**config.mk**
```make
export PLATFORM = sky130hd
export DESIGN_NAME = corescore_uart_tx_fifo
export DESIGN_NICKNAME = d
export VERILOG_FILES = /design/src/rtl/corescore_uart_tx_fifo.sv
export SDC_FILE = /design/constraint.sdc
export NUM_CORES = 1
export LEC_CHECK = 0
export BUFFER_PORTS_ARGS = -buffer_cell sky130_fd_sc_hd__buf_2
export CAP_MARGIN = 20
export CORE_MARGIN = 4
export CORE_UTILIZATION = 53
export DETAILED_ROUTE_END_ITERATION = 7
export HOLD_SLACK_MARGIN = 0.15
export PLACE_DENSITY = 0.71
export SETUP_SLACK_MARGIN = 0.02
export SLEW_MARGIN = 20
export SYNTH_ARGS = -nofsm -noshare
export SYNTH_HDL_FRONTEND = slang
export SYNTH_SLANG_ARGS = --single-unit
```
**constraint.sdc**
```tcl
create_clock -name i_clk -period 5.4 [get_ports i_clk]
set_input_delay 0.54 -clock i_clk [delete_from_list [all_inputs] [get_ports i_clk]]
set_output_delay 0.54 -clock i_clk [all_outputs]
set_load 0.03 [all_outputs]
```
**src/rtl/corescore_uart_tx_fifo.sv**
```systemverilog
// UART transmitter fed by a power-of-two FIFO; frames leave back-to-back with no idle gap.
// Line is registered one cycle behind the FSM; o_ready drops only when the FIFO holds fifo_depth words.
module corescore_uart_tx_fifo #(
   parameter int clk_freq_hz = 50000000,
   parameter int baud_rate   = 1000000,
   parameter int data_bits   = 8,
   parameter int parity      = 0,
   parameter int stop_bits   = 1,
   parameter int fifo_depth  = 4
) (
   input  logic                        i_clk,
   input  logic                        i_rst,
   input  logic [data_bits-1:0]        i_data,
   input  logic                        i_valid,
   output logic                        o_ready,
   output logic                        o_uart_tx,
   output logic                        o_busy,
   output logic [$clog2(fifo_depth):0] o_fifo_count
);

   localparam int DIV = clk_freq_hz / baud_rate;
   localparam int CW  = $clog2(DIV) + 1;
   localparam int AW  = $clog2(fifo_depth);
   localparam int NW  = $clog2(fifo_depth) + 1;
   localparam int BW  = 4;
   localparam logic [CW-1:0] DIV_M1 = CW'(DIV - 1);

   if (data_bits < 5 || data_bits > 9) begin : g_bad_data_bits
      $error("data_bits must be 5..9");
   end
   if (stop_bits != 1 && stop_bits != 2) begin : g_bad_stop_bits
      $error("stop_bits must be 1 or 2");
   end
   if (DIV < 2) begin : g_bad_div
      $error("clk_freq_hz/baud_rate must be >= 2");
   end
   if (fifo_depth < 2 || (fifo_depth & (fifo_depth - 1)) != 0) begin : g_bad_depth
      $error("fifo_depth must be a power of two >= 2");
   end
   if (parity < 0 || parity > 2) begin : g_bad_parity
      $error("parity must be 0, 1 or 2");
   end

   typedef enum logic [2:0] {S_IDLE, S_START, S_DATA, S_PARITY, S_STOP} state_t;

   logic [data_bits-1:0] mem_q [fifo_depth];
   logic [AW-1:0]        wr_ptr_q, rd_ptr_q;
   logic [NW-1:0]        count_q, count_d;
   state_t               state_q, state_d;
   logic [CW-1:0]        div_q, div_d;
   logic [BW-1:0]        bit_q, bit_d;
   logic [data_bits-1:0] shreg_q, shreg_d;
   logic                 par_q, par_d;
   logic                 tx_q, tx_d;
   logic                 push, pop, tick;
   logic [data_bits-1:0] head;

   assign o_ready      = (count_q != NW'(fifo_depth));
   assign push         = i_valid & o_ready;
   assign head         = mem_q[rd_ptr_q];
   assign tick         = (div_q == '0);
   assign o_uart_tx    = tx_q;
   assign o_busy       = (state_q != S_IDLE) || (count_q != '0);
   assign o_fifo_count = count_q;

   always_comb begin
      state_d = state_q;
      div_d   = tick ? DIV_M1 : div_q - CW'(1);
      bit_d   = bit_q;
      shreg_d = shreg_q;
      par_d   = par_q;
      pop     = 1'b0;
      tx_d    = 1'b1;
      case (state_q)
         S_IDLE: begin
            div_d = DIV_M1;
            if (count_q != '0) begin
               pop     = 1'b1;
               state_d = S_START;
            end
         end
         S_START: begin
            tx_d = 1'b0;
            if (tick) begin
               state_d = S_DATA;
               bit_d   = '0;
            end
         end
         S_DATA: begin
            tx_d = shreg_q[0];
            if (tick) begin
               if (bit_q == BW'(data_bits - 1)) begin
                  bit_d   = '0;
                  state_d = (parity != 0) ? S_PARITY : S_STOP;
               end else begin
                  bit_d   = bit_q + BW'(1);
                  shreg_d = shreg_q >> 1;
               end
            end
         end
         S_PARITY: begin
            tx_d = par_q;
            if (tick) begin
               state_d = S_STOP;
               bit_d   = '0;
            end
         end
         S_STOP: begin
            tx_d = 1'b1;
            if (tick) begin
               if (bit_q == BW'(stop_bits - 1)) begin
                  // chain straight into the next start bit when a word is waiting
                  if (count_q != '0) begin
                     pop     = 1'b1;
                     state_d = S_START;
                  end else begin
                     state_d = S_IDLE;
                  end
               end else begin
                  bit_d = bit_q + BW'(1);
               end
            end
         end
         default: state_d = S_IDLE;
      endcase
      if (pop) begin
         shreg_d = head;
         par_d   = (parity == 1) ? ~(^head) : (^head);
      end
   end

   always_comb begin
      count_d = count_q;
      case ({push, pop})
         2'b10:   count_d = count_q + NW'(1);
         2'b01:   count_d = count_q - NW'(1);
         default: count_d = count_q;
      endcase
   end

   always_ff @(posedge i_clk) begin
      if (push) mem_q[wr_ptr_q] <= i_data;
   end

   always_ff @(posedge i_clk) begin
      if (i_rst) begin
         state_q  <= S_IDLE;
         div_q    <= DIV_M1;
         bit_q    <= '0;
         shreg_q  <= '0;
         par_q    <= 1'b0;
         tx_q     <= 1'b1;
         wr_ptr_q <= '0;
         rd_ptr_q <= '0;
         count_q  <= '0;
      end else begin
         state_q  <= state_d;
         div_q    <= div_d;
         bit_q    <= bit_d;
         shreg_q  <= shreg_d;
         par_q    <= par_d;
         tx_q     <= tx_d;
         wr_ptr_q <= push ? wr_ptr_q + AW'(1) : wr_ptr_q;
         rd_ptr_q <= pop ? rd_ptr_q + AW'(1) : rd_ptr_q;
         count_q  <= count_d;
      end
   end

endmodule

```
==> results of run 1 <==
==> path summary, 6_finish.rpt <==
kind,start,end,slack (ns),depth (start not counted)
worst max-delay path,div_q[0],o_fifo_count[2],2.18,11
worst max register to register,div_q[0],o_fifo_count[2],2.18,11
worst min-delay path,div_q[0],div_q[0],0.40,1
worst min register to register,div_q[0],div_q[0],0.40,1
==> per-stage QoR <==
stage | std cells | hold slack [ns] | total power [mW] | util (%)
after floorplan | 235 | 0.367 | 1.07 | -
after global placement | 308 | 0.378 | 1.15 | 56.9
after detailed placement | 308 | 0.385 | 1.16 | 56.9
after CTS | 324 | 0.404 | 1.56 | 60.7
after global routing | 324 | 0.407 | 1.65 | 60.7
final | 324 | 0.400 | 1.54 | 60.7
==> placed cells by master (no fill, tap or decap), types with 6 or more instances in the layout <==
| cell | count |
|---|---|
| nand2_1 | 18 |
| xnor2_1 | 12 |
| nor3_1 | 8 |
| mux4_2 | 8 |
| nor2_1 | 21 |
| a22oi_1 | 9 |
| clkbuf_8 | 9 |
| dfxtp_1 | 33 |
| buf_2 | 16 |
| xor2_1 | 6 |
| edfxtp_1 | 32 |
| inv_1 | 11 |
| ha_1 | 8 |
| a21oi_1 | 15 |
==> power groups by stage <==
stage	logic, mW	registers (mW)	clock network [mW]
finish	0.476	0.666	0.397
global route	0.541	0.680	0.432
CTS	0.485	0.667	0.406
detailed placement	0.479	0.678	0
global placement	0.474	0.676	0
floorplan	0.413	0.661	0
==> layout make-up <==
class                           instances  area share [%]
Sequential cell                        65            52.0
Multi-Input combinational cell        146            35.1
Clock buffer                            9            3.97
Tap cell                               70            2.81
Timing Repair Buffer                   16            2.57
Clock inverter                          7            2.25
Inverter                               11            1.32
==> sequential cells by signal, summed over array words and instances (netlist names), named ones only <==
register,count
o_fifo_count,3
rd_ptr_q,2
o_uart_tx,1
wr_ptr_q,2
div_q,7
bit_q,4
shreg_q,8
state_q,3
par_q,1
mem_q,32
==> cell families after synthesis <==
| family | after synthesis | synth area share [%] |
|---|---|---|
| adders and majority gates | 9 | 4.25 |
| xor gates and xnor gates | 18 | 5.58 |
| DFF | 65 | 57.3 |
| AOI/OAI and AO/OA | 35 | 8.36 |
| and+or+nand+nor | 75 | 13.8 |
| muxes | 9 | 6.77 |
| buffers and inverters | 24 | 3.94 |
==> critical path: stages (launching register included) <==
cell and delay, ns:
dfxtp_1 0.32, inv_1 0.05, ha_1 0.17, or3b_1 0.46, o31ai_4 0.34, and2_1 0.49, ha_1 0.27, inv_1 0.07
fa_1 0.38, xor2_1 0.15, or3_1 0.30, a21oi_1 0.14
==> per-layer routing <==
layer  GRT usage, %  vias up  routed length (um)  share of wire, %
li1               -      867                   -                 -
met1           20.9      790                2130                49
met2           25.5       21                2050                47
met3           5.32        7                 152               3.5
met4           6.08        0                  46               1.1
met5              0        -                   0                 0
==> results.py, run 1 <==
metrics = {
    "floorplan": {
        "die_area_mm2": 0.00657,
        "die_height_um": 81.0,
        "dieWidth_um": 81.0,
        "coreArea_mm2": 0.00514,
        "rows": 26,
        "ios": 17,
        "start_util_pct": 55.0,
    },
    "yosys": {
        "synth_edf_count": 32,
        "synth.distinct_cells": 41,
        "ys_warn_count": 0,
        "synthesis.area_per_instance_um2": 12.0,
        "syn_nets": 255,
        "yosysMostFrequentCell": "dfxtp_1",
        "synthFlopType": "dfxtp_1",
        "synthCells": 235,
        "netlist_area_mm2": 0.00283,
        "synth_top_cell_by_area": "edfxtp_1",
        "yosys-top-cells-count": "dfxtp_1, edfxtp_1, nor2_1",
        "ys_seq_elements": 65,
        "ys_seq_area_share_pct": 57.3,
        "synth_area_leaders": "edfxtp_1, dfxtp_1, mux4_2, xnor2_1, ha_1",
        "synth.top_cell.area_share_pct": 34.0,
        "async_flop_share_pct": 0,
    },
    "pwr": {
        "p_int_mw": 1.03,
        "p_seq_share_pct": 43.3,
        "irDropWorstVdd_mv": 0.275,
        "power.switching_mw": 0.509,
        "pwr-share-comb_pct": 30.9,
        "p_leak_nw": 1.10,
        "pwr-share-clk_pct": 25.8,
        "switching_share_pct": 33.1,
        "powerDensity_mw_per_mm2": 493,
    },
    "global_route": {
        "grt_pass1_vias": 1678,
        "grt_max_degree": 27,
        "track_usage_pct": 16.2,
        "grt_pass1_wl_um": 7980,
        "grt_overflow": 0,
        "antenna_found_initial": 0,
    },
    "detailed_routing": {
        "vias_per_cell": 5.20,
        "routed_wl_um": 4380,
        "drc_errors": 0,
        "num_vias": 1685,
        "drtIter0Drc": 67,
        "drtAntennaViolNets": 0,
        "firstDrtPassIters": 4,
        "drt-wirelength-per-cell_um": 13.5,
    },
    "cells_and_area": {
        "multi_input_area_mm2": 0.00109,
        "antenna_cells_inserted": 0,
        "layout-drive-gt1-share_pct": 17.7,
        "syn_to_final_growth_pct": 10.3,
        "nets": 269,
        "fill_cells": 449,
        "regArea_mm2": 0.00162,
        "final_cell_area_mm2": 0.00312,
    },
    "cts": {
        "cts_buffers": 9,
        "cts_setup_buffers": 0,
        "cts-root-buf": "clkbuf_8",
        "insertion_delay_ns": 0.33,
        "path_clk_slew_ns": 0.07,
        "tritoncts": "built",
        "clockBufferDepth": 2,
        "htree_levels": 3,
        "numClockSinks": 65,
        "ctsHoldBuffers": 0,
        "ctsResizeCount": 0,
    },
    "timing": {
        "drv_slew": 0,
        "fin_crit_sh_pct": 59.7,
        "rsz0062_at_grt": "false",
        "fin_ws_ns": 2.18,
        "hold_viol": 0,
        "timing.slew.headroom_pct": 59.6,
        "min_period_ns": 3.22,
        "fmax_mhz": 310,
        "worstMarginPinSlew_ns": 0.605,
        "tns_ns": 0,
        "skew_ns": 0.00783,
        "setup_viol": 0,
    },
    "setup_path": {
        "worstPathRequired_ns": 5.66,
        "worstSetupPathType": "register to register",
        "startpoint_type": "register",
        "cp-end-kind": "register",
        "arrival_ns": 3.48,
        "critPathMaxFanout": 14,
    },
    "place": {
        "placedInstanceArea_mm2": 0.00293,
        "port_buffers": 16,
        "preCtsSetupSlack_ns": 2.19,
        "hpwlAfterDp_um": 2970,
        "gp_congestion": 0.764,
    },
    "run_status": {
        "status": "finished, final reports clean",
    },
    "run": {
        "drv_cap": 0,
    },
    "hold_path": {
        "hold_class": "register to register",
    },
}
Note: power is estimated with default switching activity, not from simulation.
==> run 2: changes to the inputs <==
Settings changed: ABC_AREA set to 1, PLACE_DENSITY 0.71 to 0.73.
Clock period 5.4 ns to 2.8 ns, I/O delays scaled along.
==> run 2 against run 1 <==
Against the previous run: via count increased by 47%; die area increased by 8.7%; power increased by 130%; final cell count increased by 49%; clock-buffer cell count increased by 1; largest cell class unchanged; maximum frequency increased by 35%; clock skew decreased by 0.0015 ns; critical path type unchanged; hold slack got worse by 0.24 ns; non-clock buffer count increased by 13; first-iteration DRC count increased to 2.8 times the previous value; sequential share of layout area decreased by 5.6 points; setup slack got worse by 1.8 ns.
==> results.py, run 2 <==
metrics = {
    "timing": {
        "fin_crit_sh_pct": 85.4,
        "setup_viol": 0,
        "min_period_ns": 2.39,
        "timing.slew.headroom_pct": 44.1,
        "hold_viol": 0,
        "fmax_mhz": 418,
        "drv_slew": 0,
        "tns_ns": 0,
        "rsz0062_at_grt": "false",
        "skew_ns": 0.00628,
        "worstMarginPinSlew_ns": 0.835,
        "fin_ws_ns": 0.409,
    },
    "yosys": {
        "async_flop_share_pct": 0,
        "synthCells": 376,
        "synth.top_cell.area_share_pct": 31.0,
        "synthesis.area_per_instance_um2": 8.25,
        "synth.distinct_cells": 28,
        "ys_seq_elements": 65,
        "synth_top_cell_by_area": "edfxtp_1",
        "synth_edf_count": 32,
        "syn_nets": 396,
        "synth_area_leaders": "edfxtp_1, dfxtp_1, nand2_1, nand3_1, inv_1",
        "synthFlopType": "dfxtp_1",
        "netlist_area_mm2": 0.00310,
        "yosysMostFrequentCell": "nand2_1",
        "yosys-top-cells-count": "nand2_1, nand3_1, inv_1",
        "ys_seq_area_share_pct": 52.3,
        "ys_warn_count": 0,
    },
    "setup_path": {
        "r2r-start": "div_q[0]",
        "worstPathRequired_ns": 3.03,
        "startpoint_type": "register",
        "worstSetupPathType": "register to register",
        "worstReg2RegEnd": "o_fifo_count[2]",
        "cp-end-kind": "register",
        "r2r_setup_slack_ns": 0.41,
        "crit_path_top_delay_cell": "fa_1",
        "critPathMaxFanout": 11,
        "reg2reg_depth": 15,
        "slowest_delay_ns": 0.38,
        "arrival_ns": 2.62,
        "crit_chain": "inv_1 > ha_1 > nand2_1 > nor2_4 > nand2_1 > nand2_1 > nand2_2 > inv_1 > ha_1 > inv_1 > fa_1 > a21oi_1 > o21ai_0 > o21ai_0 > a21oi_1",
    },
    "global_route": {
        "antenna_found_initial": 0,
        "grt_pass1_wl_um": 9420,
        "grt_max_degree": 19,
        "track_usage_pct": 16.9,
        "grt_overflow": 0,
        "grt_pass1_vias": 2130,
    },
    "place": {
        "hpwlAfterDp_um": 4000,
        "preCtsSetupSlack_ns": 0.450,
        "placedCellCount": 460,
        "port_buffers": 16,
        "gp_congestion": 0.823,
    },
    "cts": {
        "clockBufferDepth": 2,
        "cts_buffers": 9,
        "cts_setup_buffers": 0,
        "cts-root-buf": "clkbuf_8",
        "tritoncts": "built",
        "path_clk_slew_ns": 0.07,
        "insertion_delay_ns": 0.34,
        "htree_levels": 3,
        "numClockSinks": 65,
    },
    "detailed_routing": {
        "routed_wl_um": 5740,
        "drc_errors": 0,
        "vias_per_cell": 5.12,
        "drtAntennaViolNets": 0,
        "drtIter0Drc": 185,
        "drt-wirelength-per-cell_um": 11.9,
        "num_vias": 2472,
        "firstDrtPassIters": 4,
    },
    "cells_and_area": {
        "top_register": "mem_q",
        "syn_to_final_growth_pct": 12.7,
        "stdcell_count": 483,
        "reg_top3": "mem_q: 32 flops, shreg_q: 8 flops, div_q: 7 flops",
        "largest_register_ffs": 32,
        "layout_commonest_cell": "nand2_1",
        "nets": 426,
        "layout-drive-gt1-share_pct": 12.2,
        "antenna_cells_inserted": 0,
        "final_cell_mix": "nand2_1, nand3_1, inv_1",
        "fin_util_pct": 62.4,
    },
    "run": {
        "drv_cap": 0,
    },
    "pwr": {
        "powerDensity_mw_per_mm2": 1000,
        "p_total_mw": 3.50,
        "p_leak_nw": 1.51,
        "irDropWorstVdd_mv": 0.571,
    },
    "floorplan": {
        "start_util_pct": 55.3,
        "rows": 27,
        "dieWidth_um": 84.5,
        "die_area_mm2": 0.00714,
        "coreArea_mm2": 0.00561,
        "die_height_um": 84.5,
        "ios": 17,
    },
    "hold_path": {
        "hold_path_end": "mem_q[3][4]",
        "min_path_cells": 1,
        "worstHoldStart": "i_data[4]",
        "hold_class": "input pin to register",
    },
    "run_status": {
        "status": "finished, final reports clean",
    },
}
-- run 2: worst max path at each step --
stage	cells after the start	endpoint	start	slack [ns]
6_report	15	o_fifo_count[2]	div_q[0]	0.41
3_3_place_gp	15	o_fifo_count[2]	div_q[0]	0.52
4_1_cts	15	o_fifo_count[2]	div_q[0]	0.43
2_1_floorplan	9	o_fifo_count[2]	o_fifo_count[2]	0.53
3_5_place_dp	15	o_fifo_count[2]	div_q[0]	0.45
5_1_grt	15	o_fifo_count[2]	div_q[0]	0.18
-- run 2: layer usage --
layer | wire length (um) | global-route usage [%]
met5 | 0 | 0
met4 | 170 | 11.2
met3 | 241 | 3.63
met2 | 2550 | 24.4
met1 | 2780 | 22.8
-- run 2: timing repair --
item,4_1_cts,5_1_grt
resized for setup,0,0
hold endpoints to repair,28,0
hold buffers,7,0
-- run 2: per-stage QoR --
stage	hold WS, ns	instance area, um^2
5_1_grt	0.165	3500
2_1_floorplan	0.358	3100
3_5_place_dp	0.387	3250
6_report	0.163	3500
3_3_place_gp	0.376	3250
4_1_cts	0.150	3500
-- run 2: layout make-up --
class | instances | area [um^2]
inverters | 40 | 153
repair buffers | 29 | 195
fillers | 497 | 2110
multi-input cells | 261 | 1260
flip-flops and latches | 65 | 1620
well taps | 72 | 90.1
clock inverters | 6 | 48.8
clock buffers | 10 | 128
-- run 2: logic make-up (layout without fill, tap and decap cells) --
group                    count (synthesis)  after routing  share of synthesized area [%]
flip-flops                              65             65                           52.3
AO/OA/AOI/OAI                           33             33                           5.89
XOR/XNOR                                 5              5                           1.41
buffers and inverters                   50             85                           7.10
AND/OR/NAND/NOR                        214            214                           29.5
adder cells (fa/ha/maj)                  9              9                           3.87
-- run 2: worst max-delay path, delay by kind of cell (launching register included) --
| family | cells | cell delay [ns] |
|---|---|---|
| simple gates | 5 | 0.50 |
| fa+ha+maj | 3 | 0.72 |
| compound gates | 4 | 0.46 |
| buf+inv | 3 | 0.26 |
| flops | 1 | 0.31 |
-- run 2: report_power, final --
group / leakage (nW) / internal, mW / switching [mW] / total, mW
logic: 0.859 / 0.484 / 0.985 / 1.47
clock network: 0.0879 / 0.396 / 0.329 / 0.725
registers: 0.564 / 1.19 / 0.118 / 1.31
total: 1.51 / 2.07 / 1.43 / 3.50
